### config.mk
export PLATFORM = sky130hd
export DESIGN_NAME = alu_result_collector
export DESIGN_NICKNAME = d
export VERILOG_FILES = /design/src/rtl/alu_pkg.sv /design/src/rtl/result_fifo2.sv /design/src/rtl/alu_result_collector.sv
export SDC_FILE = /design/constraint.sdc
export NUM_CORES = 1
export LEC_CHECK = 0
export ABC_AREA = 1
export CORE_UTILIZATION = 36
export DETAILED_ROUTE_END_ITERATION = 10
export SLEW_MARGIN = 10
export SYNTH_ARGS = -nofsm -noshare
export SYNTH_HDL_FRONTEND = slang
export SYNTH_SLANG_ARGS = --single-unit
### constraint.sdc
create_clock -name clk -period 2.2 [get_ports clk]
set_input_delay 0.44 -clock clk [delete_from_list [all_inputs] [get_ports clk]]
set_output_delay 0.44 -clock clk [all_outputs]
set_load 0.01 [all_outputs]
### src/rtl/alu_pkg.sv
// Shared constants and helpers for the ALU result collector: op codes, FSM
// encoding, default datapath width and the word set each op must deliver.
package alu_pkg;

    localparam int DEFAULT_WIDTH = 8;

    localparam logic [1:0] OP_ADD = 2'b00;
    localparam logic [1:0] OP_SUB = 2'b01;
    localparam logic [1:0] OP_MUL = 2'b10;
    localparam logic [1:0] OP_DIV = 2'b11;

    typedef enum logic {
        ST_IDLE  = 1'b0,
        ST_ARMED = 1'b1
    } state_e;

    // Returns the required capture mask as {q, a}.
    function automatic logic [1:0] expected_set(input logic [1:0] op);
        case (op)
            OP_MUL, OP_DIV: expected_set = 2'b11;
            default:        expected_set = 2'b01;
        endcase
    endfunction

endpackage

### src/rtl/result_fifo2.sv
// Two-entry show-ahead FIFO for assembled results. Writes arriving while full
// (with no simultaneous pop) are dropped and flagged on drop for one cycle.
module result_fifo2 #(
    parameter int DW = 19
) (
    input  logic          clk,
    input  logic          reset_input,
    input  logic          wr_en,
    input  logic [DW-1:0] wr_data,
    input  logic          rd_ready,
    output logic          rd_valid,
    output logic [DW-1:0] rd_data,
    output logic          drop
);

    logic [DW-1:0] mem_reg [2];
    logic          wr_ptr_reg;
    logic          rd_ptr_reg;
    logic [1:0]    count_reg;
    logic [1:0]    count_next;
    logic          pop;
    logic          accept;

    assign rd_valid = (count_reg != 2'd0);
    assign pop      = rd_valid & rd_ready;
    // A pop in the same cycle frees the slot the write needs.
    assign accept   = wr_en & ((count_reg != 2'd2) | pop);
    assign drop     = wr_en & ~accept;
    assign rd_data  = rd_valid ? mem_reg[rd_ptr_reg] : '0;

    always_comb begin
        count_next = count_reg;
        case ({accept, pop})
            2'b10:   count_next = count_reg + 2'd1;
            2'b01:   count_next = count_reg - 2'd1;
            default: count_next = count_reg;
        endcase
    end

    always_ff @(posedge clk) begin
        if (accept) begin
            mem_reg[wr_ptr_reg] <= wr_data;
        end
    end

    always_ff @(posedge clk) begin
        if (reset_input) begin
            wr_ptr_reg <= 1'b0;
            rd_ptr_reg <= 1'b0;
            count_reg  <= 2'd0;
        end else begin
            if (accept) wr_ptr_reg <= ~wr_ptr_reg;
            if (pop)    rd_ptr_reg <= ~rd_ptr_reg;
            count_reg <= count_next;
        end
    end

endmodule

### src/rtl/alu_result_collector.sv
// Collects A/Q words pushed by the ALU control unit, assembles one 2*WIDTH
// result per operation and queues it for a valid/ready consumer.
module alu_result_collector
    import alu_pkg::*;
#(
    parameter int WIDTH = DEFAULT_WIDTH
) (
    input  logic             clk,
    input  logic             reset_input,
    input  logic             start,
    input  logic [1:0]       op_code,
    input  logic             push_a,
    input  logic             push_q,
    input  logic             end_in,
    input  logic [WIDTH-1:0] outbus,
    output logic             res_valid,
    input  logic             res_ready,
    output logic [WIDTH-1:0] res_hi,
    output logic [WIDTH-1:0] res_lo,
    output logic [1:0]       res_op,
    output logic             res_err,
    output logic             protocol_err,
    output logic             overrun
);

    localparam int DW = 3 + 2 * WIDTH;

    state_e           state_reg, state_next;
    logic [1:0]       op_reg, op_next;
    logic [WIDTH-1:0] a_reg, a_next, q_reg, q_next;
    logic             got_a_reg, got_a_next, got_q_reg, got_q_next;
    logic             dup_reg, dup_next;
    logic             pend_a_reg, pend_q_reg, pend_a_next, pend_q_next;
    logic             protocol_err_reg, overrun_reg;
    logic             perr, commit, drop, two_word;
    logic [WIDTH-1:0] commit_hi, commit_lo;
    logic             commit_err;
    logic [DW-1:0]    head;

    always_comb begin
        state_next  = state_reg;
        op_next     = op_reg;
        a_next      = a_reg;
        q_next      = q_reg;
        got_a_next  = got_a_reg;
        got_q_next  = got_q_reg;
        dup_next    = dup_reg;
        perr        = 1'b0;
        commit      = 1'b0;
        case (state_reg)
            ST_IDLE: begin
                if (push_a | push_q | end_in | pend_a_reg | pend_q_reg) perr = 1'b1;
                if (start) begin
                    state_next = ST_ARMED;
                    op_next    = op_code;
                    a_next     = '0;
                    q_next     = '0;
                    got_a_next = 1'b0;
                    got_q_next = 1'b0;
                    dup_next   = 1'b0;
                end
            end
            default: begin
                // A restart discards the partial result, including any sample landing now.
                if (start) begin
                    perr       = 1'b1;
                    op_next    = op_code;
                    a_next     = '0;
                    q_next     = '0;
                    got_a_next = 1'b0;
                    got_q_next = 1'b0;
                    dup_next   = 1'b0;
                end else begin
                    if (pend_a_reg) begin
                        a_next     = outbus;
                        got_a_next = 1'b1;
                        if (got_a_reg) dup_next = 1'b1;
                    end
                    if (pend_q_reg) begin
                        q_next     = outbus;
                        got_q_next = 1'b1;
                        if (got_q_reg) dup_next = 1'b1;
                    end
                    if (end_in) begin
                        commit     = 1'b1;
                        state_next = ST_IDLE;
                    end
                end
            end
        endcase
        if (push_a & push_q) perr = 1'b1;
    end

    assign pend_a_next = (state_reg == ST_ARMED) & push_a & ~push_q;
    assign pend_q_next = (state_reg == ST_ARMED) & push_q & ~push_a;

    // The committed entry uses the _next words so a sample landing with end_in is included.
    assign two_word   = (op_reg == OP_MUL) | (op_reg == OP_DIV);
    assign commit_hi  = two_word ? a_next : {WIDTH{a_next[WIDTH-1]}};
    assign commit_lo  = two_word ? q_next : a_next;
    assign commit_err = ({got_q_next, got_a_next} != expected_set(op_reg)) | dup_next;

    always_ff @(posedge clk) begin
        if (reset_input) begin
            state_reg        <= ST_IDLE;
            op_reg           <= 2'b00;
            a_reg            <= '0;
            q_reg            <= '0;
            got_a_reg        <= 1'b0;
            got_q_reg        <= 1'b0;
            dup_reg          <= 1'b0;
            pend_a_reg       <= 1'b0;
            pend_q_reg       <= 1'b0;
            protocol_err_reg <= 1'b0;
            overrun_reg      <= 1'b0;
        end else begin
            state_reg        <= state_next;
            op_reg           <= op_next;
            a_reg            <= a_next;
            q_reg            <= q_next;
            got_a_reg        <= got_a_next;
            got_q_reg        <= got_q_next;
            dup_reg          <= dup_next;
            pend_a_reg       <= pend_a_next;
            pend_q_reg       <= pend_q_next;
            protocol_err_reg <= perr;
            overrun_reg      <= overrun_reg | drop;
        end
    end

    result_fifo2 #(
        .DW(DW)
    ) u_fifo (
        .clk         (clk),
        .reset_input (reset_input),
        .wr_en       (commit),
        .wr_data     ({op_reg, commit_err, commit_hi, commit_lo}),
        .rd_ready    (res_ready),
        .rd_valid    (res_valid),
        .rd_data     (head),
        .drop        (drop)
    );

    assign {res_op, res_err, res_hi, res_lo} = head;
    assign protocol_err = protocol_err_reg;
    assign overrun      = overrun_reg;

endmodule

==> metrics.cfg, run 1 <==
[power]
power_w = 0.00298
power.density_nw_per_um2 = 768
p_leak_nw = 1.80
peakVddDrop_mv = 0.279

[status]
status = complete, no violations

[route]
wl_per_cell_um = 12.4
wl_met3_um = 369
wl_mm = 6.30
drt_pre_antenna_iters = 4
drc = 0
dr_wl_met2_mm = 2.89
avgViaCountPerCell = 4.78
num_vias = 2440
postRouteAntennaNets = 0
drt_iter0_drc = 102
m1WireLength_mm = 2.99
top_layer = met4

[sta]
hold_violations = 0
slew_headroom_pct = 55.0
maxSlewViolCount = 0
min_period_ns = 2.10
grt_setup_unrepaired = no
finalClockSkew_ns = 0.00700
timing.fmax_mhz = 477
worstMarginPinSlew_ns = 0.674
timing.final.ws_setup_ns = 0.102
period_share_pct = 95.4
fin_tns_setup_ns = 0
setup_viol = 0

[synthesis]
synthMuxAreaShare_pct = 0
ys_seq_area_share_pct = 57.9
synth-xor-area-share_pct = 0
synth_fp_nets = 376
synthCells = 358
synth_area_um2 = 3040
ys_ff_latch = 69
syn_avg_cell_area_um2 = 8.50
synthSimpleGateAreaFrac_pct = 28.1
synth_compound_area_share_pct = 4.65
yosysWarnings = 0
synthDistinctLibCells = 22
synthAdderAreaFrac_pct = 0.411
synth_top_family_by_area = simple AND/OR/NAND/NOR gates

[setup_path]
crit_path_top_delay_cell = clkdlybuf4s50_1
arrival_ns = 1.66
cp_slowest_stage_delay_ns = 0.55
worstSetupEndpointType = output port
path_class = reg2out
start_kind = flip-flop
worstPathMaxFanout = 19
required_ns = 1.76
path_cells = buf_8 > nand2_1 > a21oi_1 > clkdlybuf4s50_1

[clock_tree]
clock_latency_ns = 0.34
htreeDepth = 3
post_cts_buffers = 0
clockBufferDepth = 2
cts_tree = built
cts_sinks = 69
cts_buffers = 9
cts_hold_buf = 0
clk_pin_slew_ns = 0.07
cts_root_buf = clkbuf_8

[place]
dpl_worst_slack_ns = 0.159
portBuffers = 38
placedCellCount = 494
place_hpwl_mm = 4.29
gp_congestion = 0.798

[final_layout]
drive_above_1_share_pct = 8.40
final_cells = 510
nFillCells = 805
final_core_util_pct = 47.1
largest_reg_flops = 38
syn2layout_area_growth_pct = 27.4
layout.nets = 418
n_antenna_cell = 0

[run]
drv_cap = 0

[floorplanning]
rows = 33
pin_count = 39
initial_core_util_pct = 37.0
die_area_um2 = 8820
die_w_um = 93.9
core_area_um2 = 8220
die_h_um = 93.9

[global_route]
grt_first_pass_wirelength_mm = 10.3
grt_overflow = 0
grt_pass1_vias = 2151
grt_max_degree = 40
antenna_found_initial = 0
grtUsageTotal_pct = 15.5

[hold_path]
hold_path.class = reg2reg

[where the power goes]
group	total, W	internal, W	switching (W)
logic	0.000244	0.000104	0.000140
clock network	0.00134	0.000864	0.000479
registers	0.00139	0.00137	0.0000193
total	0.00298	0.00234	0.000638
[cell usage after synthesis]
cell type	count	share of area, %
edfxtp_1	38	38
a21oi_1	24	3.9
o21ai_0	3	0.49
nand3_1	23	3.8
o22ai_1	1	0.21
nand2_4	1	0.37
nor2_1	36	4.4
nand4_4	1	0.70
buf_6	1	0.37
clkbuf_1	2	0.25
ha_1	1	0.41
clkbuf_2	1	0.16
inv_2	3	0.37
nand2_1	108	13
nor3_1	2	0.33
dfxtp_1	31	20
nand4_1	23	4.7
buf_2	9	1.5
clkinv_1	1	0.12
nand2_2	2	0.41
inv_1	44	5.4
buf_4	3	0.74
[final timing paths]
kind | start | end | cells past startpoint | slack (ns)
max | flip-flop | res_lo[0] | 4 | 0.10
min | overrun$_SDFF_PP0_ | overrun$_SDFF_PP0_ | 2 | 0.45
max reg2reg | op_reg[1]$_SDFFE_PP0P_ | u_fifo.mem_reg[1][10]$_DFFE_PP_ | 3 | 0.40
min reg2reg | overrun$_SDFF_PP0_ | overrun$_SDFF_PP0_ | 2 | 0.45
[worst max-delay path, delay by kind of cell (launching register included)]
kind                   cells  cell delay (ns)
flip-flops                 1             0.37
AO/OA/AOI/OAI              1             0.15
buffers and inverters      2             0.72
AND/OR/NAND/NOR            1             0.07
[logic make-up after synthesis]
logic type,count (synthesis)
AOI/OAI and AO/OA,28
and+or+nand+nor,196
adders and majority gates,1
buffers and inverters,64
DFF,69
[placed cells by master (no fill, tap or decap), types with 4 or more instances in the layout]
master,instances
a21oi_1,24
clkdlybuf4s50_1,29
nor2_1,35
nand4_1,23
inv_1,44
nand2_1,108
nand3_1,23
clkbuf_8,9
dfxtp_1,30
dlymetal6s2s_1,9
bufinv_16,4
buf_4,4
edfxtp_1,38
[through the flow]
stage	cell area, um^2	hold slack (ns)
2_1_floorplan	3040	0.425
3_3_place_gp	3570	0.444
3_5_place_dp	3570	0.445
4_1_cts	3840	0.456
5_1_grt	3870	0.495
6_report	3870	0.454
[layout make-up]
class | instances | area, um^2 | area share, %
Clock buffer | 9 | 124 | 3.20
Clock inverter | 7 | 138 | 3.55
Inverter | 48 | 183 | 4.72
Multi-Input combinational cell | 225 | 1020 | 26.2
Sequential cell | 69 | 1760 | 45.5
Tap cell | 105 | 131 | 3.39
Timing Repair Buffer | 47 | 519 | 13.4
[per-layer routing]
metal	global-route usage, %	vias to the layer above
met4	6.67	0
li1	-	1247
met1	21.5	1119
met5	0	-
met2	23.6	68
met3	2.83	6
[repair_timing]
| action | 4_1_cts | 5_1_grt |
|---|---|---|
| pin swaps | 0 | 0 |
| gates resized for setup | 4 | 13 |
| setup endpoints to repair | 20 | 16 |
| cloned | 0 | 0 |
| hold endpoints to repair | 0 | 0 |
(Power assumes the default switching activity.)
==> run 2, diff against run 1 <==
--- a/config.mk
+++ b/config.mk
@@ -8,7 +8,7 @@
 export ABC_AREA = 1
 export CORE_UTILIZATION = 36
 export DETAILED_ROUTE_END_ITERATION = 10
-export SLEW_MARGIN = 10
+export SLEW_MARGIN = 20
 export SYNTH_ARGS = -nofsm -noshare
 export SYNTH_HDL_FRONTEND = slang
 export SYNTH_SLANG_ARGS = --single-unit
==> results of run 2 <==
Same layout as run 1: the final DEF is identical, and so are final timing and power.
==> RTL change: new RTL, flow settings as in run 2 <==
Change the package constant `DEFAULT_WIDTH` from 8 to 7.
--- a/src/rtl/alu_pkg.sv
+++ b/src/rtl/alu_pkg.sv
@@ -4,3 +4,3 @@
 
-    localparam int DEFAULT_WIDTH = 8;
+    localparam int DEFAULT_WIDTH = 7;
 
Ports: changed (resized outbus, res_hi and res_lo); port bits go from 39 to 36. No check against the original RTL was run, so the function may have changed too.
==> RTL change against run 2 <==
Fmax is 4.1% higher. Area after synthesis is 7.8% lower. Cell area is 8.8% lower. Total power is 13% lower. Worst setup slack better by 83 ps. Wire length is 14% lower. Largest cell class unchanged. First-iteration DRC count is 2.0% higher. Sequential share of layout area is 0.20 points lower. Sequential cell count is 6 lower.
==> RTL change: results (changes against run 2) <==
* First-pass GRT wire length at 9.26 mm (was 10.3 mm)
* Final routed wirelength across all metal layers at 5.41 mm (was 6.30 mm)
* DR WL/cell at 11.4 µm (was 12.4 µm)
* Hold violation count in the final report at 0 (unchanged)
* Flip-flop count of the largest register, all copies and words added at 34 (was 38)
* Maximum number of pins on one net before global-route repair at 20 (was 40)
* CP max FO at 18 (was 19)
* RD Place Congestion at 0.781 (was 0.798)
* Violation count after the first detailed-routing iteration at 104 (was 102)
* Setup skew after layout at 7.66 ps (was 7.00 ps)
* Combinational power share at 9.6% (was 8.2%)
* Clk. pwr at 1070 µW (was 1340 µW)
* Worst slew pin tran at 326 ps (was 674 ps)
* CTS Root Cell: clkbuf_8 (unchanged)
* Via count at 2206 (was 2440)
* Part of the power in registers at 48.9% (was 46.7%)
* Number of global-route vias before repair at 1993 (was 2151)
* Count of fill cells added during filler insertion at 739 (was 805)
* Count of flip-flops with a built-in enable after synthesis at 34 (was 38)
* Part of the Yosys area used for sequential elements at 57.1% (was 57.9%)
* Count of warnings emitted by yosys at 0 (unchanged)
* Post-layout net count at 389 (was 418)
* Static leakage at 0.00160 µW (was 0.00180 µW)
* HPWL reported at the end of detailed placement at 3.76 mm (was 4.29 mm)
* Outcome: complete, no violations (unchanged)
* Maximum VDD drop at 353 µV (was 279 µV)
* Multiplexer area fraction after synthesis at 0% (unchanged)
* Data arrival time at the worst-slack endpoint at 1580 ps (was 1660 ps)
* Area post-placement at 3290 µm² (was 3570 µm²)
* Layout cell share with drive strength beyond 1 at 11.7% (was 8.40%)
* Maximum level of the CTS H-tree at 3 (unchanged)
* Synthesized net count at 341 (was 376)
* Mean Syn Cell Area at 8.66 µm² (was 8.50 µm²)
* Top post-synthesis cells by count: nand2_1 (95), inv_1 (38), edfxtp_1 (34) (was nand2_1 (108), inv_1 (44), edfxtp_1 (38))
* Setup slack at placement at 190 ps (was 159 ps)
* Adder-Cell Fraction of Synth Area at 0.446% (was 0.411%)
* Share of the synthesized area in compound gates (AO/OA/AOI/OAI) at 4.73% (was 4.65%)
* All-layer global routing usage at 14.4% (was 15.5%)
* Internal power at 2000 µW (was 2340 µW)
* Port Buffer Count at 35 (was 38)
* Largest cells by area after synthesis: edfxtp_1 (36%), dfxtp_1 (21%), nand2_1 (13%) (was edfxtp_1 (38%), dfxtp_1 (20%), nand2_1 (13%))
* Number of distinct standard cells referenced by the synthesized netlist at 23 (was 22)
* Number of placed instances with taps included at 455 (was 494)
[RTL change: cell count changes in the layout (fill, tap and decap cells not counted), moves of 4 or more]
cell | run 2 | this run
nand2_1 | 108 | 95
inv_1 | 44 | 38
buf_4 | 4 | 10
edfxtp_1 | 38 | 34
clkdlybuf4s50_1 | 29 | 18
dlygate4sd2_1 | 0 | 17
dlymetal6s2s_1 | 9 | 0
[RTL change: timing repair]
action / 4_1_cts / 5_1_grt
endpoints found under the setup margin: 17 / 1
buffers inserted: 0 / 5
pin swaps: 0 / 1
gates resized for setup: 17 / 0
[RTL change: routing by layer]
| layer | track usage [%] | up-vias | wire [µm] |
|---|---|---|---|
| li1 | - | 1154 | - |
| met1 | 18.4 | 994 | 2630 |
| met4 | 8.20 | 0 | 129 |
| met3 | 2.53 | 11 | 198 |
| met2 | 23.0 | 47 | 2450 |
| met5 | 0 | - | 0 |
[RTL change: final timing paths]
kind              startpoint                   to  slack [ps]  cells past startpoint
setup reg to reg   state_reg  u_fifo.count_reg[1]         600                      9
setup / recovery   flip-flop            res_lo[0]         180                      6
hold / removal       overrun              overrun         460                      2
hold reg to reg      overrun              overrun         460                      2
[RTL change: layout make-up]
class / instances / area (µm²) / share of cell area [%]
Sequential cell: 63 / 1600 / 45.3
Inverter: 44 / 165 / 4.67
Timing Repair Buffer: 49 / 484 / 13.7
Tap cell: 99 / 124 / 3.50
Clock buffer: 10 / 128 / 3.61
Multi-Input combinational cell: 205 / 947 / 26.8
Clock inverter: 6 / 85.1 / 2.41
[RTL change: critical path, cell delays in order (launching register included)]
cell and delay (ps):
dfxtp_1 300, buf_4 190, inv_2 70, buf_4 150, nand2_1 60, a21oi_1 160
dlygate4sd2_1 290
